<file path="src/rtl/seq_pkg.sv">
// Shared definitions for the serial pattern transmitter family: state encoding,
// default pattern and idle level, plus the parity helper used when SEQ_TX_PARITY_EN is set.
package seq_pkg;

  typedef enum logic [1:0] {
    ST_IDLE,
    ST_SEND,
    ST_GAP,
    ST_FIN
  } state_t;

  localparam logic [3:0] PAT_0110     = 4'b0110;
  localparam logic       IDLE_LVL_DEF = 1'b1;

  function automatic logic even_parity(input logic [31:0] v);
    return ^v;
  endfunction

endpackage

</file>
<file path="src/rtl/seq_shift_out.sv">
// Pattern bit selector with a down-counting index of the bit currently on the line.
// bit_sel is the value the top should register on this edge (MSB on load, next bit on advance).
module seq_shift_out
  import seq_pkg::*;
#(
  parameter int               PAT_W   = 4,
  parameter logic [PAT_W-1:0] PATTERN = PAT_0110
) (
  input  logic clk,
  input  logic rst,
  input  logic load,
  input  logic advance,
  output logic bit_sel,
  output logic last_bit
);

  localparam int             IW      = $clog2(PAT_W);
  localparam logic [IW-1:0]  TOP_IDX = IW'(PAT_W - 1);

  logic [IW-1:0] bit_idx;

  always_ff @(posedge clk or posedge rst) begin
    if (rst) begin
      bit_idx <= '0;
    end else if (load) begin
      bit_idx <= TOP_IDX;
    end else if (advance) begin
      bit_idx <= bit_idx - 1'b1;
    end
  end

  assign last_bit = (bit_idx == '0);
  assign bit_sel  = load ? PATTERN[PAT_W-1] : PATTERN[bit_idx - 1'b1];

endmodule

</file>
<file path="src/rtl/seq_tx_0110.sv">
// Serial pattern transmitter: emits PATTERN MSB-first rep_cnt times with GAP idle bits between.
// Optional macro SEQ_TX_PARITY_EN appends an even-parity bit after every repetition.
module seq_tx_0110
  import seq_pkg::*;
#(
  parameter int               PAT_W    = 4,
  parameter logic [PAT_W-1:0] PATTERN  = PAT_0110,
  parameter int               CNT_W    = 4,
  parameter int               GAP      = 2,
  parameter logic             IDLE_LVL = IDLE_LVL_DEF
) (
  input  logic             clk,
  input  logic             rst,
  input  logic             start_valid,
  output logic             start_ready,
  input  logic [CNT_W-1:0] rep_cnt,
  input  logic             abort,
  output logic             out,
  output logic             out_valid,
  output logic             busy,
  output logic             done
);

  // A one-bit gap counter is kept even for GAP=0 so the datapath stays well-formed.
  localparam int            GW       = (GAP > 0) ? $clog2(GAP + 1) : 1;
  localparam logic [GW-1:0] GAP_LOAD = GW'(GAP);

  state_t           state, state_d;
  logic             out_d, valid_d;
  logic [CNT_W-1:0] reps_left, reps_d;
  logic [GW-1:0]    gap_cnt, gap_d;
  logic             load, advance, bit_sel, last_bit;

`ifdef SEQ_TX_PARITY_EN
  localparam logic PAR_BIT = even_parity(32'(PATTERN));
  logic par_phase, par_phase_d;
`endif

  seq_shift_out #(
    .PAT_W  (PAT_W),
    .PATTERN(PATTERN)
  ) u_shift (
    .clk     (clk),
    .rst     (rst),
    .load    (load),
    .advance (advance),
    .bit_sel (bit_sel),
    .last_bit(last_bit)
  );

  always_ff @(posedge clk or posedge rst) begin
    if (rst) begin
      state     <= ST_IDLE;
      out       <= IDLE_LVL;
      out_valid <= 1'b0;
      reps_left <= '0;
      gap_cnt   <= '0;
`ifdef SEQ_TX_PARITY_EN
      par_phase <= 1'b0;
`endif
    end else begin
      state     <= state_d;
      out       <= out_d;
      out_valid <= valid_d;
      reps_left <= reps_d;
      gap_cnt   <= gap_d;
`ifdef SEQ_TX_PARITY_EN
      par_phase <= par_phase_d;
`endif
    end
  end

  // reps_left counts repetitions still to start, so it decrements at each repetition's MSB.
  always_comb begin
    state_d = state;
    out_d   = IDLE_LVL;
    valid_d = 1'b0;
    reps_d  = reps_left;
    gap_d   = gap_cnt;
    load    = 1'b0;
    advance = 1'b0;
`ifdef SEQ_TX_PARITY_EN
    par_phase_d = 1'b0;
`endif
    case (state)
      ST_IDLE: begin
        if (start_valid) begin
          if (rep_cnt != '0) begin
            load    = 1'b1;
            out_d   = bit_sel;
            valid_d = 1'b1;
            reps_d  = rep_cnt - 1'b1;
            state_d = ST_SEND;
          end else begin
            state_d = ST_FIN;
          end
        end
      end
      ST_SEND: begin
        if (abort) begin
          state_d = ST_IDLE;
        end else if (!last_bit) begin
          advance = 1'b1;
          out_d   = bit_sel;
          valid_d = 1'b1;
        end
`ifdef SEQ_TX_PARITY_EN
        else if (!par_phase) begin
          out_d       = PAR_BIT;
          valid_d     = 1'b1;
          par_phase_d = 1'b1;
        end
`endif
        else if (reps_left == '0) begin
          state_d = ST_FIN;
        end else if (GAP > 0) begin
          state_d = ST_GAP;
          gap_d   = GAP_LOAD;
        end else begin
          load    = 1'b1;
          out_d   = bit_sel;
          valid_d = 1'b1;
          reps_d  = reps_left - 1'b1;
        end
      end
      ST_GAP: begin
        if (abort) begin
          state_d = ST_IDLE;
        end else if (gap_cnt <= GW'(1)) begin
          load    = 1'b1;
          out_d   = bit_sel;
          valid_d = 1'b1;
          reps_d  = reps_left - 1'b1;
          state_d = ST_SEND;
        end else begin
          gap_d = gap_cnt - 1'b1;
        end
      end
      ST_FIN: begin
        state_d = ST_IDLE;
      end
      default: begin
        state_d = ST_IDLE;
      end
    endcase
  end

  assign start_ready = (state == ST_IDLE);
  assign busy        = (state != ST_IDLE);
  assign done        = (state == ST_FIN);

endmodule

</file>
<file path="config.mk">
export PLATFORM = sky130hd
export DESIGN_NAME = seq_tx_0110
export DESIGN_NICKNAME = d
export VERILOG_FILES = /design/src/rtl/seq_pkg.sv /design/src/rtl/seq_shift_out.sv /design/src/rtl/seq_tx_0110.sv
export SDC_FILE = /design/constraint.sdc
export NUM_CORES = 1
export LEC_CHECK = 0
export CAP_MARGIN = 20
export CORE_MARGIN = 3
export CORE_UTILIZATION = 40
export DETAILED_ROUTE_END_ITERATION = 10
export DONT_BUFFER_PORTS = 1
export SLEW_MARGIN = 20
export SYNTH_ARGS = -nofsm -noshare
export SYNTH_HDL_FRONTEND = slang
export SYNTH_SLANG_ARGS = --single-unit
</file>
<file path="constraint.sdc">
create_clock -name clk -period 2.4 [get_ports clk]
set_input_delay 0.6 -clock clk [delete_from_list [all_inputs] [get_ports clk]]
set_output_delay 0.6 -clock clk [all_outputs]
set_load 0.1 [all_outputs]
</file>
==> results of run 1 <==
[per-layer routing]
layer / routed length (µm) / part of all wire (%) / vias to the layer above
li1: - / - / 328
met1: 826 / 48 / 306
met2: 746 / 44 / 12
met3: 114 / 6.7 / 5
met4: 23 / 1.3 / 0
met5: 0 / 0 / -
[Yosys cell counts (2+ instances only)]
| cell | number | area, µm² |
|---|---|---|
| nor4_1 | 2 | 12.5 |
| nor3_1 | 5 | 25.0 |
| a21oi_1 | 6 | 30.0 |
| mux2_2 | 2 | 22.5 |
| mux2i_1 | 2 | 20.0 |
| o211ai_1 | 2 | 15.0 |
| o21ai_0 | 4 | 20.0 |
| nand2_1 | 9 | 33.8 |
| ha_1 | 7 | 87.6 |
| xnor2_1 | 2 | 17.5 |
| nor2_1 | 6 | 22.5 |
| nand2b_1 | 2 | 12.5 |
| dfrtp_1 | 11 | 275 |
| inv_1 | 12 | 45.0 |
[sequential cells by signal (all words and copies together), names as in the netlist]
| name | flops |
|---|---|
| out_valid | 1 |
| reps_left | 4 |
| gap_cnt | 2 |
| out | 1 |
| u_shift.bit_idx | 2 |
| state | 2 |
[stage by stage]
stage	worst slack (ns)	util, %	cells	hold WS, ns	area (µm²)
6_report	0.377	50.2	122	0.214	923
3_5_place_dp	0.404	48.8	118	0.490	897
3_3_place_gp	0.489	48.8	118	0.485	897
5_1_grt	0.231	50.2	122	0.232	923
2_1_floorplan	0.0958	-	90	0.464	841
4_1_cts	0.391	50.2	122	0.218	923
[how the worst max path moves through the flow]
stage,from,end,slack [ns],cells after the start
after floorplan,state[0],reps_left[2],0.1,7
after global placement,state[0],reps_left[2],0.49,7
after detailed placement,state[0],reps_left[2],0.40,7
after CTS,state[0],reps_left[2],0.39,7
after global routing,state[0],reps_left[2],0.23,7
final,state[0],reps_left[2],0.38,7
[final cells by class]
type                       count  area, µm²
clock buffer                   4       26.3
tap                           25       31.3
multi-input combinational     64        478
fill                         198        916
inverter                      12       48.8
timing repair buffer           5       37.5
sequential                    12        302
[worst max-delay path, cell delays in order, from the launching register on]
cell	delay, ns
dfrtp_1	0.40
inv_1	0.14
ha_1	0.34
mux2i_1	0.34
ha_1	0.25
xnor2_1	0.13
o32ai_1	0.09
a211o_1	0.23
[cells by family (layout without fill, tap and decap cells)]
kind of cell	count (synthesis)	count (layout)	synth area share, %
AO/OA/AOI/OAI	21	21	20.5
flip-flops	12	12	36.6
buffers and inverters	14	21	6.98
multiplexers	4	4	5.16
adder cells (fa/ha/maj)	7	7	10.6
AND/OR/NAND/NOR	30	30	18.1
XOR/XNOR	2	2	2.12
==> qor.csv, run 1 <==
metric;value;unit
RSZ-0062 raised after global routing;false;
total wire length;1710;µm
r2r setup slk;0.38;ns
Relative slew margins;67.7;%
fin crit share;84.3;%
Final Hold Fails;0;
DR WL/cell;14.0;µm
CTS tree;done;
DRT iter0 DRCs;12;
Yosys cell types;32;
CTS Root Cell;clkbuf_4;
dominant synthesized flop cell;dfrtp_1;
DP HPWL;1300;µm
first-pass GRT wire length;2890;µm
number of H-tree levels;1;
vias in the first global route;652;
DRC;0;
Max Transition Viols Final;0;
total track usage;15.0;%
Setup Crit Path Kind;flop to flop;
io pins;13;
row count;15;
Max Freq;494;MHz
M1 GR Usage;17.7;%
Final Setup Violations;0;
CTS Buf Count;3;
number of max-cap violations;0;
Post-synth EDFFs;0;
initial antenna violation count;0;
syn_nets;105;
GRT met3 Usage;6.71;%
Clock Tree Buf Depth;2;
Worst setup EP type;flop;
Routed Antenna Nets;0;
Post-CTS Resized;0;
Crit Path Max Fanout;7;
setup TNS;0;ns
warnings from Yosys;0;
Congestion Overflow GR;0;
fin nets;113;
mean post-synth cell area;9.16;µm²
fin crit period;2.02;ns
Initial Utilization;44.8;%
Mapped Cells;90;
Sink Count;12;
Critical Path AT;2.20;ns
largest net degree at the start of global routing;13;
Die ar.;0.00264;mm²
Worst EP required;2.57;ns
via/cell ratio;5.34;
P&R area growth vs syn;12.0;%
die height;51.4;µm
RePlAce Congestion;0.720;
IO buf count;0;
status;finished, final reports clean;
Synth Cell Area;825;µm²
diode count;0;
die width;51.4;µm
Worst-path clk slew;0.08;ns
launching point of the worst reg2reg path;state[0];
clk_skew;0.00181;ns
#FFs+latches synth;12;
measured slew at the worst slew-check pin;0.485;ns
Startpoint Class;flop;
Crit Reg-Reg Endpoint;reps_left[2];
worst reg2reg path depth;7;
Hold Path Class;input pin to asynchronous set/reset pin;
Worst-Skew Late Latency;0.28;ns
# hold bufs at CTS;0;
CORE AREA;0.00184;mm²
sequential area share after synthesis;36.6;%
drt pass-1 iters;4;
Post-CTS Setup Bufs;0;
GR peak layer;met2;
vias;651;
M2 GR Usage;23.7;%
Async SR Flop Fraction;100;%
layout cells sized above 1;19.6;%
most frequent cells in the layout;11 x inv_1, 11 x dfrtp_1, 9 x nand2_1;
Power of run 1 is not shown: default switching activity piles up to over one toggle a cycle in this logic, so the estimate is an artifact.
==> run 2, diff against run 1 <==
==> constraint.sdc (replaced) <==
create_clock -name clk -period 1.8 [get_ports clk]
set_input_delay 0.45 -clock clk [delete_from_list [all_inputs] [get_ports clk]]
set_output_delay 0.45 -clock clk [all_outputs]
set_load 0.1 [all_outputs]
==> qor.csv, run 2 (same netlist as run 1, synthesis figures left out) <==
metric;value;unit;change
CTS Root Cell;clkbuf_4;;
most common cell after layout, fill and taps aside;buf_4;;
die width;51.4;µm;unchanged
Crit Reg-Reg Endpoint;reps_left[2];;
Largest register FFs;4;;unchanged
IO buf count;0;;unchanged
vias;695;;+6.8%
fin nets;123;;+8.8%
Final Setup Violations;0;;unchanged
fill count;185;;-6.6%
number of max-cap violations;0;;unchanged
DRC;0;;unchanged
Clock Tree Buf Depth;2;;unchanged
most flop-heavy register;reps_left;;
io pins;13;;unchanged
Finished Layout Cells;132;;+8.2%
CTS Buf Count;3;;unchanged
Worst setup EP type;output port;;
vias in the first global route;680;;+4.3%
layout cells sized above 1;34.6;%;+15 points
fin crit period;1.79;ns;
Setup Crit Path Kind;flop to output port;;
row count;15;;unchanged
Max Freq;560;MHz;
most frequent cells in the layout;12 x buf_4, 11 x dfrtp_1, 9 x nand2_1, 9 x inv_1, 6 x a21oi_1;;
fin crit share;99.2;%;
via/cell ratio;5.27;;-1.3%
Final Hold Fails;0;;unchanged
initial antenna violation count;0;;unchanged
number of H-tree levels;1;;unchanged
Worst EP required;1.35;ns;-1.22 ns
CORE AREA;0.00184;mm²;unchanged
Initial Utilization;44.8;%;unchanged
r2r setup slk;0.06;ns;-0.32 ns
Critical Path AT;1.34;ns;-0.86 ns
RePlAce Congestion;0.788;;+9.4%
Design Area, Final;0.00106;mm²;+15%
DP HPWL;1420;µm;+9.5%
Fin Hold WS;0.0604;ns;-0.153 ns
worst reg2reg path depth;7;;unchanged
Worst-path clk slew;0.08;ns;about the same
Max Transition Viols Final;0;;unchanged
placed cell count;124;;+5.1%
largest net degree at the start of global routing;13;;unchanged
Multi-input gate area;520;µm²;+8.9%
area post-placement;957;µm²;+6.7%
RSZ-0062 raised after global routing;true;;
DRT iter0 DRCs;3;;-9
total wire length;1830;µm;+6.9%
Worst-Skew Late Latency;0.28;ns;about the same
launching point of the worst reg2reg path;state[0];;
Die ar.;0.00264;mm²;unchanged
measured slew at the worst slew-check pin;0.486;ns;+0.00183 ns
Hold Path Class;input pin to asynchronous set/reset pin;;
diode count;0;;unchanged
drt pass-1 iters;4;;unchanged
DR WL/cell;13.8;µm;-1.2%
Sink Count;12;;unchanged
Startpoint Class;flop;;
status;finished, final reports clean;;
total track usage;16.1;%;+1.1 points
die height;51.4;µm;unchanged
register area;302;µm²;unchanged
CTS tree;done;;
Relative slew margins;67.6;%;about the same
Crit Path Max Fanout;5;;-2
P&R area growth vs syn;28.7;%;
first-pass GRT wire length;3090;µm;+6.9%
Routed Antenna Nets;0;;unchanged
Congestion Overflow GR;0;;unchanged
clk_skew;0.00559;ns;+0.00378 ns
-- run 2: cell count changes in the layout (fill, tap and decap cells not counted), moves of 2 or more --
cell / delta
inv_1: -2
ha_1: -2
mux2i_1: -2
inv_2: +2
buf_4: +7
buf_6: +2
mux2i_2: +2
-- run 2: how the worst max path moves through the flow --
stage                    to      from  depth (start not counted)
2_1_floorplan  reps_left[2]  state[1]                          7
3_3_place_gp   reps_left[0]  state[1]                          6
3_5_place_dp   reps_left[2]  state[0]                          7
4_1_cts                busy  state[0]                          5
5_1_grt                busy  state[0]                          5
6_report               busy  state[0]                          5
-- run 2: stage by stage --
| stage | utilization, % | setup WS (ns) | TNS (ns) |
|---|---|---|---|
| global route | 57.7 | -0.0637 | -0.0971 |
| CTS | 55.0 | 0.00497 | 0 |
| detailed placement | 52.0 | 0.00768 | 0 |
| finish | 57.7 | 0.0138 | 0 |
| global placement | 52.0 | 0.0790 | 0 |
| floorplan | - | -0.389 | -2.79 |
-- run 2: critical path, cell delays in order, from the launching register on --
cell	delay, ns
dfrtp_1	0.41
inv_2	0.10
buf_6	0.11
ha_4	0.16
clkinvlp_4	0.11
buf_12	0.17
-- run 2: metal layers --
metal | part of all wire, % | global-route usage, % | vias up | wire length [µm]
li1 | - | - | 346 | -
met1 | 45 | 19.5 | 329 | 827
met2 | 47 | 25.2 | 16 | 851
met3 | 6.7 | 7.00 | 4 | 122
met4 | 1.5 | 5.24 | 0 | 27
met5 | 0 | 0 | - | 0
-- run 2: repair_timing --
item | in CTS | in global routing
endpoints found under the setup margin | 2 | 6
buffers inserted | 1 | 3
gates resized for setup | 6 | 5
hold buffers | 0 | 0
pin swaps | 1 | 1
-- run 2: cell type report --
class / instances / share of cell area [%]
Multi-Input combinational cell: 64 / 49.1
Sequential cell: 12 / 28.4
Timing Repair Buffer: 15 / 12.5
Inverter: 12 / 4.60
Tap cell: 25 / 2.95
Clock buffer: 4 / 2.48
Power of run 2 is left out for the same reason.
